## config.mk

```make
export PLATFORM = sky130hd
export DESIGN_NAME = d_ctrl_fwd_cmp
export DESIGN_NICKNAME = d
export VERILOG_FILES = /design/src/rtl/d_ctrl_fwd_cmp.sv
export SDC_FILE = /design/constraint.sdc
export NUM_CORES = 1
export LEC_CHECK = 0
export CAP_MARGIN = 20
export CELL_PAD_IN_SITES_DETAIL_PLACEMENT = 2
export CELL_PAD_IN_SITES_GLOBAL_PLACEMENT = 2
export CORE_ASPECT_RATIO = 1.1
export CORE_MARGIN = 4
export CORE_UTILIZATION = 20
export DETAILED_ROUTE_END_ITERATION = 8
export HOLD_SLACK_MARGIN = 0.02
export PLACE_DENSITY = 0.82
export SYNTH_ARGS = -nofsm -noshare
export SYNTH_HDL_FRONTEND = slang
export SYNTH_SLANG_ARGS = --single-unit
```

## constraint.sdc

```tcl
create_clock -name Clk -period 5.15 [get_ports Clk]
set_input_delay 1.2875 -clock Clk [delete_from_list [all_inputs] [get_ports Clk]]
set_output_delay 1.2875 -clock Clk [all_outputs]
set_load 0.01 [all_outputs]
```

## src/rtl/d_ctrl_fwd_cmp.sv

```systemverilog
// Decode-stage control: instruction decode, operand forwarding, branch compare,
// and the D/E pipeline registers.
module d_ctrl_fwd_cmp (
    input  logic        Clk,
    input  logic        Reset,
    input  logic        ClearE,
    input  logic [31:0] IRD,
    input  logic [31:0] RS_D,
    input  logic [31:0] RT_D,
    input  logic [2:0]  Forward_RS_D_src,
    input  logic [2:0]  Forward_RT_D_src,
    input  logic [31:0] PC4_forw_E,
    input  logic [31:0] PC4_forw_M,
    input  logic [31:0] AO,
    input  logic [31:0] W_RF_WD_OUT,
    output logic [1:0]  EXTop,
    output logic [2:0]  PCsrc,
    output logic        NPCsrc,
    output logic        Branch,
    output logic [31:0] RS_D_F,
    output logic [31:0] RT_D_F,
    output logic [31:0] IRE,
    output logic [31:0] RSE,
    output logic [31:0] RTE
);

    localparam logic [5:0] OP_SPECIAL = 6'h00;
    localparam logic [5:0] OP_REGIMM  = 6'h01;
    localparam logic [5:0] OP_J       = 6'h02;
    localparam logic [5:0] OP_JAL     = 6'h03;
    localparam logic [5:0] OP_BEQ     = 6'h04;
    localparam logic [5:0] OP_BNE     = 6'h05;
    localparam logic [5:0] OP_BLEZ    = 6'h06;
    localparam logic [5:0] OP_BGTZ    = 6'h07;
    localparam logic [5:0] FN_JR      = 6'h08;
    localparam logic [5:0] FN_JALR    = 6'h09;

    logic [5:0]  op;
    logic [4:0]  rt;
    logic [5:0]  fn;
    logic        is_bltz;
    logic        is_bgez;
    logic        rs_neg;
    logic        rs_zero;

    assign op = IRD[31:26];
    assign rt = IRD[20:16];
    assign fn = IRD[5:0];

    assign is_bltz = (op == OP_REGIMM) && (rt == 5'd0);
    assign is_bgez = (op == OP_REGIMM) && (rt == 5'd1);

    // PC4 sources carry the address of the following instruction; +4 wraps at 32 bits.
    function automatic logic [31:0] fwd_sel(
        input logic [2:0]  sel,
        input logic [31:0] reg_val,
        input logic [31:0] pc4_e,
        input logic [31:0] ao_val,
        input logic [31:0] pc4_m,
        input logic [31:0] wb_val
    );
        logic [31:0] res;
        case (sel)
            3'd1:    res = pc4_e + 32'd4;
            3'd2:    res = ao_val;
            3'd3:    res = pc4_m + 32'd4;
            3'd4:    res = wb_val;
            default: res = reg_val;
        endcase
        return res;
    endfunction

    always_comb begin
        RS_D_F = fwd_sel(Forward_RS_D_src, RS_D, PC4_forw_E, AO, PC4_forw_M, W_RF_WD_OUT);
        RT_D_F = fwd_sel(Forward_RT_D_src, RT_D, PC4_forw_E, AO, PC4_forw_M, W_RF_WD_OUT);
    end

    always_comb begin
        EXTop = 2'd0;
        case (op)
            6'h0F: EXTop = 2'd2;
            6'h08, 6'h09, 6'h0A, 6'h0B,
            6'h20, 6'h21, 6'h23, 6'h24, 6'h25,
            6'h28, 6'h29, 6'h2B,
            OP_BEQ, OP_BNE, OP_BLEZ, OP_BGTZ: EXTop = 2'd1;
            OP_REGIMM: if (is_bltz || is_bgez) EXTop = 2'd1;
            default: EXTop = 2'd0;
        endcase
    end

    always_comb begin
        PCsrc  = 3'd0;
        NPCsrc = 1'b0;
        case (op)
            OP_BEQ, OP_BNE, OP_BLEZ, OP_BGTZ: PCsrc = 3'd1;
            OP_REGIMM: if (is_bltz || is_bgez) PCsrc = 3'd1;
            OP_J, OP_JAL: begin
                PCsrc  = 3'd2;
                NPCsrc = 1'b1;
            end
            OP_SPECIAL: if (fn == FN_JR || fn == FN_JALR) PCsrc = 3'd3;
            default: PCsrc = 3'd0;
        endcase
    end

    assign rs_neg  = RS_D_F[31];
    assign rs_zero = (RS_D_F == 32'd0);

    always_comb begin
        Branch = 1'b0;
        case (op)
            OP_BEQ:    Branch = (RS_D_F == RT_D_F);
            OP_BNE:    Branch = (RS_D_F != RT_D_F);
            OP_BLEZ:   Branch = rs_neg || rs_zero;
            OP_BGTZ:   Branch = !rs_neg && !rs_zero;
            OP_REGIMM: begin
                if (is_bltz)      Branch = rs_neg;
                else if (is_bgez) Branch = !rs_neg;
            end
            default:   Branch = 1'b0;
        endcase
    end

    always_ff @(posedge Clk or negedge Reset) begin
        if (!Reset) begin
            IRE <= 32'd0;
            RSE <= 32'd0;
            RTE <= 32'd0;
        end else if (ClearE) begin
            IRE <= 32'd0;
            RSE <= 32'd0;
            RTE <= 32'd0;
        end else begin
            IRE <= IRD;
            RSE <= RS_D_F;
            RTE <= RT_D_F;
        end
    end

endmodule

```

* After elaboration in Yosys (flattened, before gate mapping)
Cells that the tools add are included.
Widths: inputs -> output; s select.
** Word-level totals
- Register bits :: 96
- Bits in latches :: 0
- Bits in writable memories :: 0
- ROM bits :: 0
- Input port bits :: 233
- Output and inout port bits :: 167
- Memories :: 0
** Operators by class
- Add/sub/neg operators :: 2
- Multiply operators :: 0
- Div/mod/pow operators :: 0
- Order comparisons :: 0
- Equal/unequal tests :: 33
- Shifts and indexed selects :: 0
- Mux-type cells :: 14
- Bitwise operators :: 0
- Reduce and logical (&&, ||, !) cells :: 14
** Operators with widths (count)
- $pmux 32 s4 :: 2
- $mux 32 :: 3
- $add 32x3->32 const B :: 2
- $eq 6x6->1 const B :: 8
- $eq 6x4->1 const B :: 7
- $eq 32x32->1 :: 1
- $logic_not 32->1 :: 1
- $ne 32x32->1 :: 1
- $eq 6x3->1 const B :: 4
- $reduce_or 16->1 :: 1
- $eq 3x2->1 const B :: 4
- $eq 6x2->1 const B :: 2
- $pmux 2 s4 :: 1
- $eq 3x1->1 const B :: 2
- $eq 3x3->1 const B :: 2
- $eq 6x1->1 const B :: 1
- $logic_not 6->1 :: 1
- $pmux 2 s3 :: 1
- $eq 5x1->1 const B :: 1
- $logic_not 5->1 :: 1
- $mux 1 :: 5
- $pmux 1 s5 :: 1
- $reduce_or 4->1 :: 1
- $logic_and 1x1->1 :: 3
- 4 further kinds :: 7

* Depth between registers and ports, before layout
- Word-level depth :: 6
- Mapped depth :: 15

* Worst setup path before layout
Ideal clock, no wire load.
- Path type :: input port to output port
- From :: input port PC4_forw_E[2]
- To :: output port Branch
- Data arrival time :: 4.292 ns
- Required time :: 3.863 ns
- Setup slack :: -0.430 ns
- Cell stages on the path :: 14
- Path through :: ha_1 -> nand4_2 -> or4_1 -> buf_2 -> nor4_1 -> nor3_1 -> o32a_2 -> inv_1 -> xnor2_1 -> nand3_1 -> or4_1 -> o31ai_2 -> xnor2_1 -> o21ai_1
** On the way
- Longest elaborated chain between the ends :: 6
- Elaborated cells between the ends (all ways) :: 13
- Classes of those cells :: 1 x add/sub; 2 x eq/ne; 5 x mux; 5 x reduce/logical
** RTL lines
- from (decl) :: line 12 : input logic [31:0] PC4_forw_E,
- $add 32x3->32 * :: line 64 : 3'd1: res = pc4_e + 32'd4;
- $pmux 32 s4 * :: line 63 : case (sel)
- named net RS_D_F[30] :: line 20 : output logic [31:0] RS_D_F,
- $logic_not 32->1 :: line 107 : assign rs_zero = (RS_D_F == 32'd0);
- $logic_not 1->1 :: line 115 : OP_BGTZ: Branch = !rs_neg && !rs_zero;
- $logic_and 1x1->1 :: line 115
- $pmux 1 s5 * :: line 111 : case (op)
- to (decl) :: line 19 : output logic Branch,
The timed path passes the listed nets; every way through them passes the cells marked *.

* Worst setup path in the final report
- From :: input port PC4_forw_M[7]
- To :: output port Branch
** On the way
- Longest elaborated chain between the ends :: 6
- Elaborated cells between the ends (all ways) :: 13
- Classes of those cells :: 1 x add/sub; 2 x eq/ne; 5 x mux; 5 x reduce/logical
** RTL lines
- from (decl) :: line 13 : input logic [31:0] PC4_forw_M,
- $add 32x3->32 * :: line 66 : 3'd3: res = pc4_m + 32'd4;
- $pmux 32 s4 :: line 63
- $logic_not 32->1 or $logic_not 1->1 (tied branches) :: line 107, 115, 118
- $logic_not 1->1 or $mux 1 (tied branches) :: line 115, 118
- $logic_and 1x1->1 or $mux 1 (tied branches) :: line 115, 117
- $pmux 1 s5 * :: line 111
Every way passes the cells marked *; elsewhere a longest branch is shown, timed or not.

==> flow_summary.json <==
{
  "worst-path-max-fanout": 7,
  "mostFrequentLayoutCell": "buf_4",
  "worst_hold_slack_ns": 1.06,
  "vdd_drop_max_mv": 0.136,
  "vias": 12200,
  "timing.final.crit_period_ns": 5.99,
  "hold_violations": 0,
  "crit_slowest_cell": "or4_4",
  "dieHeight_um": 221,
  "leakage_uw": 0.00727,
  "final_cell_mix": "buf_4, clkdlybuf4s50_1, dfrtp_1, nor2_1, nand2_1",
  "maxCapViolations": 0,
  "antenna_found_initial": 5,
  "cp_common_cell": "buf_4",
  "initial_core_util": 0.204,
  "power.share.clock": 0.223,
  "drv_slew": 0,
  "end_kind": "output port",
  "crit_arrival_ns": 4.70,
  "postRouteAntennaNets": 0,
  "pwr-share-seq": 0.264,
  "clk_path_buf_depth": 2,
  "cpLargestDelayFamily": "simple AND/OR/NAND/NOR gates",
  "tritoncts": "done",
  "synth_cell_types": 79,
  "gp_congestion": 0.985,
  "synth.avg_cell_area_um2": 7.69,
  "placedInstanceArea_um2": 15500,
  "drc": 0,
  "grt_pass1_wl_um": 94400,
  "crit_path_cell_trace": "clkdlybuf4s15_2 > nand3_4 > buf_4 > nor4_2 > buf_4 > and3_2 > mux2i_2 > o22ai_2 > xnor2_1 > buf_4 > nand3_2 > or4_4 > o31ai_4 > buf_6 > xnor2_2 > o21ai_2 > buf_6",
  "netlist_area_um2": 8280,
  "p_comb_frac": 0.513,
  "multi_input_area_um2": 6170,
  "ys_ff_latch": 96,
  "synthToLayoutAreaGrowth_pct": 103,
  "grt_overflow": 0,
  "ys_async_sr_fraction": 1.00,
  "numPortBuffers": 398,
  "start_kind": "input port",
  "synth_edf_count": 0,
  "fillers": 4488,
  "nets": 2043,
  "die-area_um2": 44700,
  "layout-drive-gt1-share": 0.317,
  "rsz0062_at_grt": "yes",
  "fin_crit_sh": 1.16,
  "worst_pin_slew_ns": 1.00,
  "design_area_um2": 16800,
  "holdCritPathClass": "input port to asynchronous set/reset pin",
  "clock_sinks": 96,
  "p_int_uw": 1980,
  "rows": 77,
  "viasPerCell": 5.15,
  "synth_ff_type": "dfrtp_1",
  "cp.buffers_inverters": 6,
  "grt_max_degree": 97,
  "fin_setup_tns_ns": -0.835,
  "boundaryPins": 400,
  "worst_slack_ns": -0.835,
  "dr.pass1.iters": 5,
  "switchingPower_uw": 1140,
  "root_buffer": "clkbuf_16",
  "drtIter0Drc": 729,
  "switching_share": 0.366,
  "status": "complete, but fails checks",
  "wl_per_cell_um": 28.3,
  "syn_inst": 1076,
  "ys_seq_area_frac": 0.290,
  "clk_pin_slew_ns": 0.06,
  "numCtsBuffers": 9,
  "die_width_um": 202,
  "grt_use_total": 0.283,
  "wirelength_um": 67100,
  "pre_cts_ws_ns": -1.88,
  "required_ns": 3.86,
  "coreArea_um2": 40600,
  "syn_nets": 1311,
  "grt_pass1_vias": 13500,
  "seq_area_um2": 2400,
  "relSlewSlack": 0.332,
  "fmax_mhz": 167,
  "critPathKind": "input port to output port",
  "ys_warn_count": 0,
  "finalSetupViolCount": 1,
  "htreeDepth": 3,
  "violations": "negative setup slack",
  "slowest_delay_ns": 0.54,
  "p_per_area_nw_per_um2": 186,
  "dp_hpwl_um": 56300
}
per-layer routing:
layer,wire length [um],GRT usage,vias to the layer above,share of wire
li1,-,-,5361,-
met3,3680,0.0385,143,0.055
met1,26800,0.337,6155,0.40
met5,13,0,-,0.00019
met4,3330,0.125,2,0.050
met2,33300,0.506,558,0.50
cells by family (layout without fill, tap and decap cells):
kind of cell / after synthesis / after routing / share of synthesized area
AND/OR/NAND/NOR: 471 / 471 / 0.299
buffers and inverters: 120 / 857 / 0.0561
XOR/XNOR: 70 / 70 / 0.0741
adder cells (fa/ha/maj): 2 / 2 / 0.00302
other: 1 / 6 / 0.000453
flip-flops: 96 / 96 / 0.290
multiplexers: 40 / 40 / 0.0506
AO/OA/AOI/OAI: 276 / 276 / 0.226
metrics by stage:
stage,util,power (uW),instances
floorplan,-,1310,1076
global placement,0.383,2310,2326
detailed placement,0.383,2350,2326
CTS,0.404,3100,2359
global route,0.413,3260,2370
finish,0.414,3130,2371
synth_stat cells (10+ instances only):
cell type | count | area, um2
dfrtp_1 | 96 | 2400
inv_1 | 50 | 188
xnor2_1 | 43 | 377
a21oi_1 | 45 | 225
nor2b_1 | 77 | 482
a211oi_1 | 10 | 75.1
buf_1 | 14 | 52.6
and3_1 | 14 | 87.6
xor2_1 | 27 | 236
mux2i_1 | 34 | 340
clkbuf_1 | 45 | 169
o22ai_1 | 24 | 150
nand3_1 | 38 | 190
o211ai_1 | 10 | 75.1
nand4_1 | 25 | 156
o21ai_0 | 70 | 350
nor2_1 | 100 | 375
nor3_1 | 32 | 160
nand2_1 | 89 | 334
o221ai_1 | 10 | 87.6
nor4_1 | 27 | 169
nand2b_1 | 15 | 93.8
o22a_1 | 10 | 87.6
area by class of cell:
cell class,count,area share
sequential,96,0.143
inverter,52,0.0116
multi-input combinational,860,0.368
clock inverter,7,0.00477
tap,553,0.0413
timing repair buffer,789,0.417
clock buffer,9,0.0134
antenna,5,0.000746
sequential cells by signal (all words and copies together), names as in the netlist:
register  flops
RSE          32
IRE          32
RTE          32
power by group through the flow:
stage | registers [uW] | clock network [uW] | logic [uW]
3_5_place_dp | 842 | 0 | 1510
3_3_place_gp | 837 | 0 | 1480
2_1_floorplan | 867 | 0 | 446
5_1_grt | 831 | 749 | 1680
4_1_cts | 827 | 717 | 1560
6_report | 826 | 697 | 1600
worst paths after layout:
path                          startpoint  endpoint  cells past startpoint
setup / recovery           PC4_forw_M[7]    Branch                     17
hold / removal                     Reset   RTE[22]                      1
max in group asynchronous          Reset   IRE[31]                      2
min in group Clk                  IRD[8]    IRE[8]                      2
what timing repair did:
item | in CTS | in global routing
hold buffers | 0 | 0
endpoints found under the hold margin | 0 | 0
setup buffers | 17 | 7
setup endpoints to repair | 53 | 18
pin swaps | 61 | 31
resized for setup | 243 | 79
No activity file was read; power rests on OpenSTA's default activity.
